### config.mk
export PLATFORM = sky130hd
export DESIGN_NAME = sync_fifo_param
export DESIGN_NICKNAME = d
export VERILOG_FILES = /design/src/rtl/sync_fifo_param.sv
export SDC_FILE = /design/constraint.sdc
export NUM_CORES = 1
export LEC_CHECK = 0
export ABC_CLOCK_PERIOD_IN_PS = 2900
export CAP_MARGIN = 25
export CORE_MARGIN = 3
export CORE_UTILIZATION = 55
export CTS_CLUSTER_SIZE = 40
export DETAILED_ROUTE_END_ITERATION = 7
export HOLD_SLACK_MARGIN = 0.15
export PLACE_DENSITY_LB_ADDON = 0.08
export SKIP_CTS_REPAIR_TIMING = 1
export SYNTH_ARGS = -nofsm -noshare
export SYNTH_HDL_FRONTEND = slang
export SYNTH_SLANG_ARGS = --single-unit
### constraint.sdc
create_clock -name clk -period 2.9 [get_ports clk]
set_input_delay 0.58 -clock clk [delete_from_list [all_inputs] [get_ports clk]]
set_output_delay 0.58 -clock clk [all_outputs]
set_load 0.05 [all_outputs]
### src/rtl/sync_fifo_param.sv
// Single-clock parametrised FIFO with programmable almost-full/almost-empty,
// selectable registered or first-word-fall-through read, and sticky error flags.
module sync_fifo_param #(
    parameter int DATA_W    = 8,
    parameter int DEPTH     = 64,
    parameter int AF_THRESH = DEPTH - 4,
    parameter int AE_THRESH = 4,
    parameter bit FWFT      = 1'b0
) (
    input  logic                         clk,
    input  logic                         rst,
    input  logic                         i_wr_en,
    input  logic [DATA_W-1:0]            i_wr_data,
    input  logic                         i_rd_en,
    input  logic                         i_clr_err,
    output logic [DATA_W-1:0]            o_rd_data,
    output logic                         o_rd_valid,
    output logic                         o_full,
    output logic                         o_empty,
    output logic                         o_almost_full,
    output logic                         o_almost_empty,
    output logic [$clog2(DEPTH):0]       o_count,
    output logic                         o_overflow,
    output logic                         o_underflow
);
    localparam int            AW      = $clog2(DEPTH);
    localparam logic [AW:0]   CNT_MAX = (AW+1)'(DEPTH);
    localparam logic [AW:0]   AF_T    = (AW+1)'(AF_THRESH);
    localparam logic [AW:0]   AE_T    = (AW+1)'(AE_THRESH);

    logic [DATA_W-1:0] r_mem [DEPTH];
    logic [AW-1:0]     r_wr_ptr;
    logic [AW-1:0]     r_rd_ptr;
    logic [AW:0]       r_count;
    logic              r_overflow;
    logic              r_underflow;

    logic w_full;
    logic w_empty;
    logic w_wa;
    logic w_ra;

    assign w_full  = (r_count == CNT_MAX);
    assign w_empty = (r_count == '0);
    assign w_wa    = i_wr_en & ~w_full;
    assign w_ra    = i_rd_en & ~w_empty;

    // Storage is deliberately left out of reset so it can map onto RAM.
    always_ff @(posedge clk) begin
        if (w_wa) r_mem[r_wr_ptr] <= i_wr_data;
    end

    always_ff @(posedge clk or posedge rst) begin
        if (rst) begin
            r_wr_ptr    <= '0;
            r_rd_ptr    <= '0;
            r_count     <= '0;
            r_overflow  <= 1'b0;
            r_underflow <= 1'b0;
        end else begin
            if (w_wa) r_wr_ptr <= r_wr_ptr + AW'(1);
            if (w_ra) r_rd_ptr <= r_rd_ptr + AW'(1);
            case ({w_wa, w_ra})
                2'b10:   r_count <= r_count + (AW+1)'(1);
                2'b01:   r_count <= r_count - (AW+1)'(1);
                default: r_count <= r_count;
            endcase
            // A set event in the same cycle as clr_err keeps the flag high.
            r_overflow  <= (i_wr_en & w_full)  | (r_overflow  & ~i_clr_err);
            r_underflow <= (i_rd_en & w_empty) | (r_underflow & ~i_clr_err);
        end
    end

    generate
        if (FWFT) begin : g_fwft
            assign o_rd_data  = r_mem[r_rd_ptr];
            assign o_rd_valid = ~w_empty;
        end else begin : g_reg
            logic [DATA_W-1:0] r_rd_data;
            logic              r_rd_valid;
            always_ff @(posedge clk or posedge rst) begin
                if (rst) begin
                    r_rd_data  <= '0;
                    r_rd_valid <= 1'b0;
                end else begin
                    r_rd_valid <= w_ra;
                    if (w_ra) r_rd_data <= r_mem[r_rd_ptr];
                end
            end
            assign o_rd_data  = r_rd_data;
            assign o_rd_valid = r_rd_valid;
        end
    endgenerate

    assign o_full         = w_full;
    assign o_empty        = w_empty;
    assign o_almost_full  = (r_count >= AF_T);
    assign o_almost_empty = (r_count <= AE_T);
    assign o_count        = r_count;
    assign o_overflow     = r_overflow;
    assign o_underflow    = r_underflow;
endmodule

Word-level counts from Yosys, hierarchy flattened
Memories as Yosys holds them, arrays and structs flattened. A register that Yosys moved wholly into a read port is not among the register bits.
Index checks and enable logic that the tools add are counted.
{"block": "classes", "addsub": 4, "n_mul": 0, "n_div": 0, "order_cmp": 2, "eq_ne": 3, "shifts": 0, "muxes": 3, "n_bitwise": 11, "reduce_logical": 2}
{"operator": "one-hot mux 7 bit (2 select lines)", "n": 1}
{"operator": "adder 6 x 1 -> 6 bit, second input constant", "n": 2}
{"operator": "adder 7 x 1 -> 7 bit, second input constant", "n": 1}
{"operator": "== test 7 bit, second input constant", "n": 1}
{"operator": "greater-or-equal comparator 7 x 6 -> 1 bit, second input constant", "n": 1}
{"operator": "<= comparator 7 x 3 -> 1 bit, second input constant", "n": 1}
{"operator": "zero test 7 bit", "n": 1}
{"operator": "subtractor 7 x 1 -> 7 bit, second input constant", "n": 1}
{"operator": "AND 1 bit", "n": 6}
{"operator": "inverter 1 bit", "n": 3}
{"operator": "== test 2 x 1 -> 1 bit, second input constant", "n": 1}
{"operator": "== test 2 bit, second input constant", "n": 1}
{"operator": "two-way mux 1 bit", "n": 2}
{"operator": "OR 1 bit", "n": 2}
{"operator": "nonzero test 2 bit", "n": 1}
{"block": "totals", "ff_bits": 22, "latch_bits": 0, "mem_bits_rw": 512, "rom_bits": 0, "in_bits": 13, "out_inout_bits": 22, "elab_cells": 32, "mem_count": 1}
{"memory": "r_mem", "depth": 64, "width": 8, "read_ports": 1, "rd_ports_with_merged_regs": 1, "write_ports": 1, "line": "31", "text": "logic [DATA_W-1:0] r_mem [DEPTH];"}

Logic depth before layout (Yosys ltp)
Gate-level depths: netlist of run 1.
{"block": "depth", "ltp_word": 5, "depth_mapped": 15, "ltp_nobuf": 13}

Least setup slack after synthesis of run 1
Ideal clock, no wire load.
{"block": "synth_path", "path_type": "flip-flop to flip-flop", "start": "register r_count[0], in the netlist o_count[0]", "end": "register r_count[6], in the netlist o_count[6]", "setup_ps": 82, "arrival_time_ps": 3676, "required_ps": 2818, "setup_slack_ps": -858, "path_stages_with_launch": 15, "synth_period_minus_slack_ps": 3758, "path_cell_list": "dfrtp_1 -> nor4_1 -> and2_1 -> nand2b_1 -> buf_4 -> inv_1 -> buf_6 -> ha_1 -> ha_1 -> nor2b_1 -> o21ai_0 -> a21boi_0 -> or4_1 -> nand3_1 -> xor2_1"}
{"block": "synth_between", "elab_chain_len": 5}
{"element": "start: declaration", "line": "34", "text": "logic [AW:0] r_count;"}
{"element": "start signal: assignment", "line": "64", "text": "2'b10: r_count <= r_count + (AW+1)'(1);"}
{"element": "start signal: assignment", "line": "65", "text": "2'b01: r_count <= r_count - (AW+1)'(1);"}
{"element": "start signal: assignment", "line": "66", "text": "default: r_count <= r_count;"}
{"element": "zero test 7 bit *", "line": "44", "text": "assign w_empty = (r_count == '0);"}
{"element": "via o_empty", "line": "19", "text": "output logic o_empty,"}
{"element": "inverter 1 bit *", "line": "46", "text": "assign w_ra = i_rd_en & ~w_empty;"}
{"element": "AND 1 bit *", "line": "46"}
{"element": "via w_ra", "line": "41", "text": "logic w_ra;"}
{"element": "== test 2 x 1 -> 1 bit / == test 2 bit (equally long branches)", "line": "63", "text": "case ({w_wa, w_ra})"}
{"element": "one-hot mux 7 bit (2 select lines) / nonzero test 2 bit (equally long branches)"}
The timed path passes the listed nets; every way through them passes the cells marked *.
A chain may end at the register's enable or synchronous reset.

Worst setup path after layout of run 1
{"block": "layout_path", "start": "register r_count[3], in the netlist o_count[3]", "end": "register r_count[6], in the netlist o_count[6]"}
{"block": "layout_between", "elab_chain_len": 5}
{"element": "branches (longest 5 deep; another with subtractor 7 x 1 -> 7 bit)"}
Several ways; the timed one is not identified.

==> results of run 1 <==
[worst reg2reg max path: stages (launching register included)]
cell and delay [ns]:
dfrtp_2 0.45, nor4_4 0.29, nand3_1 0.12, and2_1 0.19, inv_1 0.11, ha_4 0.19
inv_1 0.06, fa_1 0.40, nor2b_1 0.16, o21ai_2 0.09, a21boi_2 0.16, or4_1 0.12
nand3_1 0.08, xor2_1 0.15
[metal layers]
layer	routed length, um	up-vias
met5	0	-
met2	23200	296
met4	776	0
met3	2450	51
li1	-	4637
met1	19500	5582
[kinds of logic (layout without fill, tap and decap cells)]
kind of cell | after synthesis | in the layout | synth area share
and+or+nand+nor | 165 | 165 | 0.0364
muxes | 159 | 159 | 0.150
adders and majority gates | 9 | 9 | 0.00561
DFF | 542 | 542 | 0.753
xor gates and xnor gates | 14 | 14 | 0.00572
AOI/OAI and AO/OA | 101 | 101 | 0.0315
buffers and inverters | 73 | 260 | 0.0185
[final timing paths]
kind / to / from / slack [ns]
setup / recovery: o_count[6] / o_count[3] / 0.20
hold / removal: r_mem[6][5] / i_wr_data[5] / 0.23
setup reg to reg: o_count[6] / o_count[3] / 0.20
hold reg to reg: o_underflow / o_underflow / 0.54
max in group asynchronous: o_rd_data[0] / rst / 1.88
min in group asynchronous: o_count[6] / rst / 0.41
[registers in the layout, summed over array words and instances, names as in the netlist]
register,flops
o_overflow,1
o_count,7
o_underflow,1
r_wr_ptr,6
r_rd_ptr,6
r_mem,512
o_rd_data,8
o_rd_valid,1
[report_power, final]
group | total [mW] | internal [mW] | switching, mW
Clock | 6.32 | 3.58 | 2.75
Combinational | 6.57 | 3.05 | 3.51
Sequential | 9.70 | 9.03 | 0.667
[per-stage QoR]
stage	hold slack (ns)	TNS, ns	power, mW	instances	setup slack [ns]
after floorplan	0.546	-0.198	14.3	1063	-0.131
after global placement	0.505	0	16.4	1667	0.0752
after detailed placement	0.527	0	16.5	1667	0.0486
after CTS	0.213	-0.174	22.8	1761	-0.0990
after global routing	0.229	-0.00188	23.5	1761	-0.00188
final	0.233	0	22.6	1761	0.202
[area by class of cell]
class	count	area (um2)
Sequential cell	542	16100
Clock inverter	25	176
Fill cell	2672	13300
Inverter	10	37.5
Multi-Input combinational cell	448	4970
Timing Repair Buffer	156	1310
Tap cell	511	639
Clock buffer	69	1410
[cell usage in the layout (no fill, tap or decap), types with 3 or more instances in the layout]
cell type | synthesis | routed
edfxtp_1 | 512 | 512
mux4_2 | 120 | 120
buf_4 | 10 | 115
nor2_1 | 77 | 77
clkbuf_16 | 0 | 53
mux2i_1 | 32 | 32
a21oi_1 | 29 | 28
clkdlybuf4s50_1 | 0 | 23
dfrtp_1 | 30 | 21
nand2_1 | 19 | 19
nor2b_1 | 18 | 18
a22oi_1 | 18 | 18
nand3_1 | 17 | 17
a211oi_1 | 14 | 14
clkbuf_1 | 16 | 14
clkinv_1 | 0 | 11
xnor2_1 | 10 | 10
nor3_1 | 10 | 10
a22o_1 | 9 | 9
inv_1 | 10 | 9
o21ai_1 | 8 | 8
a211o_1 | 8 | 8
buf_2 | 23 | 8
mux4_1 | 7 | 7
o21ai_0 | 8 | 7
clkinv_2 | 0 | 7
buf_12 | 0 | 7
nand3b_1 | 6 | 6
ha_1 | 8 | 6
dfrtp_2 | 0 | 6
and2_1 | 5 | 4
xor2_1 | 4 | 4
clkinvlp_4 | 0 | 3
dlymetal6s2s_1 | 0 | 3
dfrtp_4 | 0 | 3
==> metrics.txt, run 1 <==
maximum clock insertion buffer count 3; critical path depth 13; fin. max-slew vios 0; Synth top cells by count edfxtp_1, mux4_2, nor2_1; final net count 1233; Die Area 0.0414 mm2; Leak 8.17 nW; final core occ 0.649; DRC errors left 0; R2R depth 13; row count 71; share of the synthesized area in the top cell type 0.718; CP required 3.37 ns; First DRT Iteration DRCs 873; Worst-Margin Slew 0.922 ns; Post-DP Area 0.0231 mm2; Total Wirelength 45.9 mm; WL/cell 26.1 um; total global routing overflow 0; hold path depth 1; relative slew slack 0.384; CP Max Fanout 6; clk_lat worst skew 0.59 ns; clk sinks 542; synth top area cells edfxtp_1, mux4_2, dfrtp_1; Root Driver clkbuf_16; met1 Resource Use GR 0.332; syn_nets 1085; core area 0.0380 mm2; count of state elements after synthesis 542; Worst path max stage delay 0.45 ns; CP Cell Sequence nor4_4, nand3_1, and2_1, inv_1, ha_4, inv_1, fa_1, nor2b_1, o21ai_2, a21boi_2, or4_1, nand3_1, xor2_1; H-tree levels 2; n_diodes 0; crit-path leading delay family simple AND/OR/NAND/NOR gates; die width 203 um; Initial Util 0.564; first-pass GRT wire length 69.7 mm; CP Buf/Inv Count 2; First-pass DRT Iterations 5; Max VDD drop 568 uV; fmax 371 MHz; most frequent cell after synthesis edfxtp_1; Final ANT Viol Nets 0; final setup fails 0; synth unique cells 47; Crit Path Category reg2reg; main flop type after synthesis edfxtp_1; layout cells sized above 1 0.273; TritonCTS clock tree built; Setup crit end kind flop; pwr/cell area 915 mW/mm2; cts bufs inserted 53; chip height 203 um; met2 Use GR 0.378; Vias/cell 6.00; placer's final routability congestion estimate 0.798; I/O pin count 35; vias in the first global route 11000; Clock transition at path regs 0.06 ns; Mapped Avg Cell Area 20.2 um2; routed vias 10600; Max Clock Skew 0.0227 ns; total number of yosys warnings 0; Fin. Hold Viols 0; port bufs 34; total global-route track usage 0.230; period utilisation layout 0.930; outcome finished, final reports clean; synthesized cell area 0.0214 mm2; hpwl dp 28.4 mm; initial antenna violation count 0; largest net degree at the start of global routing 67; Final Critical Period 2.70 ns; cell area after layout 0.0247 mm2; Area growth syn-to-layout 15.2%; largest area contributor in the synthesized netlist edfxtp_1; crit path launch type flop; Worst path slowest cell dfrtp_2; Cells after Synth 1063; Hold Path Class in2reg; number of synthesized flops with an enable pin 512; sequential share of the synthesized area 0.753; gr busiest metal met2; Worst Path Arrival 3.17 ns; M3 GR Usage 0.0350; Post-synth ARST share 0.0554; # Max-Cap Violations 0
Power figures use the tool's default switching activity.
==> inputs of run 2 (changes only) <==
Settings changed: ABC_CLOCK_PERIOD_IN_PS 2900 to 3100.
Clock period 2.9 ns to 3.1 ns, I/O delays scaled along.
==> run 2 against run 1 <==
- clock power fell by 1%
- non-clock buffer count down 14
- global-route usage decreased by 0.13 points
- critical path type is now reg2out
- highest routed layer unchanged
==> metrics.txt, run 2 (synthesis results as in run 1) <==
fmax 333 MHz; Total Wirelength 45.7 mm (was 45.9 mm); Initial Util 0.564 (unchanged); Final ANT Viol Nets 0 (unchanged); DRC errors left 0 (unchanged); reg2reg setup slack 0.15 ns (was 0.20 ns); crit path launch type flop (unchanged); port bufs 34 (unchanged); first-pass GRT wire length 69.5 mm (was 69.7 mm); die width 203 um (unchanged); Multi-input gate area 0.00495 mm2 (was 0.00497 mm2); Worst Path Arrival 2.38 ns (was 3.17 ns); Die Area 0.0414 mm2 (unchanged); largest net degree at the start of global routing 65 (was 67); Top reg by flops r_mem (unchanged); CP required 2.48 ns (was 3.37 ns); core area 0.0380 mm2 (unchanged); Crit Path Category reg2out (was reg2reg); Vias/cell 5.96 (was 6.00); cts bufs inserted 53 (unchanged); total global routing overflow 0 (unchanged); Max Clock Skew 0.0131 ns (was 0.0227 ns); chip height 203 um (unchanged); Max VDD drop 501 uV (was 568 uV); First DRT Iteration DRCs 992 (was 873); setup TNS 0 ns (unchanged); Worst path max stage delay 0.80 ns (was 0.45 ns); Final Critical Period 3.00 ns; max FFs per register 512 (unchanged); First-pass DRT Iterations 5 (unchanged); fin. max-slew vios 0 (unchanged); H-tree levels 2 (unchanged); layout cells sized above 1 0.265 (was 0.273); Setup crit end kind output pin (was flop); Hold Path Class in2async (was in2reg); critical path depth 3 (was 13); Fillers 2606 (was 2672); clk_lat worst skew 0.58 ns (was 0.59 ns); row count 71 (unchanged); relative slew slack 0.426 (was 0.384); setup slack after layout 0.0979 ns (was 0.202 ns); placer's final routability congestion estimate 0.780 (was 0.798); maximum clock insertion buffer count 3 (unchanged); Root Driver clkbuf_16 (unchanged); Worst path slowest cell clkdlybuf4s50_1 (was dfrtp_2); period utilisation layout 0.968; CP Buf/Inv Count 1 (was 2); outcome finished, final reports clean (unchanged); Area growth syn-to-layout 15.3% (was 15.2%); I/O pin count 35 (unchanged); Leak 8.15 nW (was 8.17 nW); clk sinks 542 (unchanged); final core occ 0.650 (was 0.649); routed vias 10400 (was 10600); Fin. Hold Viols 0 (unchanged); initial antenna violation count 0 (unchanged); # Max-Cap Violations 0 (unchanged); most frequent cells in the layout edfxtp_1, mux4_2, buf_4, nor2_1, clkbuf_16 (unchanged); crit-path leading delay family buffers and inverters (was simple AND/OR/NAND/NOR gates); R2R depth 12 (was 13); WL/cell 26.1 um (about the same); pwr/cell area 864 mW/mm2 (was 915 mW/mm2); Worst-Margin Slew 0.859 ns (was 0.922 ns); commonest non-fill, non-tap cell in the layout edfxtp_1 (unchanged); pre-CTS WS 0.0460 ns (was 0.0486 ns); Clock transition at path regs 0.06 ns (about the same); CP Max Fanout 6 (unchanged); final setup fails 0 (unchanged); hpwl dp 27.9 mm (was 28.4 mm); TritonCTS clock tree built (unchanged); CP Cell Sequence nor4_2, and2_4, clkdlybuf4s50_1 (was nor4_4, nand3_1, and2_1, inv_1, ha_4, inv_1, fa_1, nor2b_1, o21ai_2, a21boi_2, or4_1, nand3_1, xor2_1); RSZ-0062 raised after global routing no; n_diodes 0 (unchanged); total global-route track usage 0.229 (was 0.230); final net count 1219 (was 1233); register area 0.0161 mm2 (unchanged); vias in the first global route 10700 (was 11000)
## run 2: area by class of cell
type / instances / area share
multi-input cells: 448 / 0.200
well taps: 511 / 0.0259
inverters: 10 / 0.00152
flip-flops and latches: 542 / 0.654
clock buffers: 80 / 0.0610
clock inverters: 19 / 0.00790
repair buffers: 142 / 0.0496
## run 2: worst paths after layout
| kind | endpoint | start |
|---|---|---|
| min in group clk | r_mem[4][5] | i_wr_data[5] |
| worst min register to register | o_overflow | o_overflow |
| worst max-delay path | o_empty | o_count[3] |
| max in group asynchronous | o_rd_data[1] | rst |
| worst max register to register | o_count[6] | o_count[3] |
| worst min-delay path | o_count[6] | rst |
## run 2: stage by stage
step | hold WS [ns] | power, mW | instance area (um2) | instances
4_1_cts | 0.466 | 21.6 | 24700 | 1752
5_1_grt | 0.487 | 22.3 | 24700 | 1752
2_1_floorplan | 0.546 | 13.4 | 21500 | 1063
6_report | 0.479 | 21.3 | 24700 | 1752
3_3_place_gp | 0.505 | 15.2 | 23000 | 1653
3_5_place_dp | 0.508 | 15.3 | 23000 | 1653
## run 2: per-layer routing
layer  vias to the layer above  routed length (um)  track usage
li1                       4617                   -            -
met3                        71                2570       0.0361
met2                       314               22500        0.363
met1                      5444               19700        0.337
met5                         -                   0            0
met4                         0                 980       0.0661
## run 2: report_power, final
part,switching [mW],total [mW],internal (mW)
logic,3.27,6.02,2.75
clock network,2.57,6.25,3.68
registers,0.619,9.07,8.45
==> inputs of run 3 (changes only) <==
Settings changed: CAP_MARGIN 25 to default, PLACE_DENSITY from default to 0.77, PLACE_DENSITY_LB_ADDON 0.08 to default.
==> run 3 against run 2 <==
- total power fell by 0.78%
- count of clock-buffer cells in the layout fell by 10
- sequential cell count did not move
- sequential power fell by 0.6%
- design area fell by 0.31%
- wire length rose by 0.58%
- worst hold slack got worse by 0.062 ns
- clock power fell by 2%
- via count rose by 4.3%
- largest cell class unchanged
- die area did not move
- worst setup slack improved by 0.027 ns
- core utilization fell by 0.20 points
==> metrics.txt, run 3 (synthesis results as in run 1) <==
Setup crit end kind output pin (unchanged); CP required 2.48 ns (about the same); r2r endpoint o_count[6] (unchanged); R2R depth 13 (was 12); r2r startpoint o_count[3] (unchanged); Top reg by flops r_mem (unchanged); period utilisation layout 0.960 (was 0.968); Final Critical Period 2.97 ns (was 3.00 ns); First DRT Iteration DRCs 1047 (was 992); TritonCTS clock tree built (unchanged); H-tree levels 2 (unchanged); reg2reg setup slack 0.30 ns (was 0.15 ns); clk_lat worst skew 0.60 ns (was 0.58 ns); row count 71 (unchanged); Hold Path Sink r_mem[48][7]; First-pass DRT Iterations 5 (unchanged); total global routing overflow 0 (unchanged); commonest non-fill, non-tap cell in the layout edfxtp_1 (unchanged); Die Area 0.0414 mm2 (unchanged); cell area after layout 0.0246 mm2 (was 0.0247 mm2); n_diodes 0 (unchanged); die width 203 um (unchanged); WL met1 17.9 mm (was 19.7 mm); max FFs per register 512 (unchanged); maximum clock insertion buffer count 3 (unchanged); # Max-Cap Violations 0 (unchanged); Worst Path Arrival 2.35 ns (was 2.38 ns); core area 0.0380 mm2 (unchanged); placer's final routability congestion estimate 0.826 (was 0.780); Leak 8.12 nW (was 8.15 nW); final setup fails 0 (unchanged); pwr/cell area 860 mW/mm2 (was 864 mW/mm2); clk sinks 542 (unchanged); I/O pin count 35 (unchanged); Worst-Margin Slew 0.896 ns (was 0.859 ns); hpwl dp 27.5 mm (was 27.9 mm); Total Wirelength 46.0 mm (was 45.7 mm); initial antenna violation count 0 (unchanged); fin. max-slew vios 0 (unchanged); Crit Path Category reg2out (unchanged); routed vias 10900 (was 10400); Initial Util 0.564 (unchanged); met2 wire length 22.9 mm (was 22.5 mm); chip height 203 um (unchanged); total global-route track usage 0.229 (about the same); highest routed layer met4 (unchanged); Post-DP Area 0.0229 mm2 (was 0.0230 mm2); fmax 336 MHz (was 333 MHz); routed wl met3 3.87 mm (was 2.57 mm); Max VDD drop 643 uV (was 501 uV); setup TNS 0 ns (unchanged); layout cells sized above 1 0.266 (was 0.265); Final ANT Viol Nets 0 (unchanged); min-delay src i_wr_data[7]; Final Hold Slack 0.417 ns (was 0.479 ns); WL/cell 26.4 um (was 26.1 um); Vias/cell 6.25 (was 5.96); relative slew slack 0.402 (was 0.426); cts bufs inserted 53 (unchanged); Hold Path Class in2reg (was in2async); outcome finished, final reports clean (unchanged); RSZ-0062 raised after global routing no (unchanged); vias in the first global route 11200 (was 10700); DRC errors left 0 (unchanged); Root Driver clkbuf_16 (unchanged); largest net degree at the start of global routing 65 (unchanged); hold path depth 1; Fin. Hold Viols 0 (unchanged); final net count 1211 (was 1219); most frequent cells in the layout edfxtp_1, mux4_2, buf_4, nor2_1, clkbuf_16 (unchanged); Area growth syn-to-layout 14.9% (was 15.3%); Clock transition at path regs 0.06 ns (about the same); CP Max Fanout 6 (unchanged); port bufs 34 (unchanged); Max Clock Skew 0.0220 ns (was 0.0131 ns); crit path launch type flop (unchanged); first-pass GRT wire length 70.4 mm (was 69.5 mm)
[run 3: stage by stage]
| step | cells | setup WS (ns) | utilization | total power, mW |
|---|---|---|---|---|
| 3_5_place_dp | 1645 | 0.0909 | 0.603 | 15.2 |
| 6_report | 1744 | 0.125 | 0.648 | 21.2 |
| 2_1_floorplan | 1063 | 0.0518 | - | 13.4 |
| 5_1_grt | 1744 | 0.0544 | 0.648 | 22.0 |
| 3_3_place_gp | 1645 | 0.171 | 0.603 | 15.1 |
| 4_1_cts | 1744 | 0.0584 | 0.648 | 21.3 |
[run 3: worst max path at each step]
stage | from | to | slack, ns | cells after the start
2_1_floorplan | o_count[3] | o_count[6] | 0.05 | 14
3_3_place_gp | i_wr_en | r_mem[2][0] | 0.17 | 8
3_5_place_dp | i_wr_en | r_mem[27][6] | 0.09 | 8
4_1_cts | o_count[3] | o_full | 0.06 | 4
5_1_grt | o_count[3] | o_empty | 0.05 | 3
6_report | o_count[3] | o_empty | 0.13 | 3
[run 3: layout make-up]
class / instances / area (um2)
Multi-Input combinational cell: 448 / 4950
Timing Repair Buffer: 134 / 1180
Clock buffer: 70 / 1500
Clock inverter: 29 / 174
Inverter: 10 / 37.5
Fill cell: 2513 / 13400
Sequential cell: 542 / 16100
Tap cell: 511 / 639
[run 3: worst max-delay path: stages, from the launching register on]
cell and delay, ns:
dfrtp_2 0.44, nor4_2 0.33, and2_4 0.20, clkdlybuf4s50_1 0.80
[run 3: report_power, final]
group | switching, mW | internal [mW] | leakage (nW)
logic | 3.30 | 2.74 | 2.32
registers | 0.564 | 8.45 | 4.96
clock network | 2.63 | 3.49 | 0.842
[run 3: routing by layer]
layer	global-route usage	vias to the layer above
met5	0	-
li1	-	4605
met2	0.368	571
met1	0.318	5627
met3	0.0512	93
met4	0.0777	0
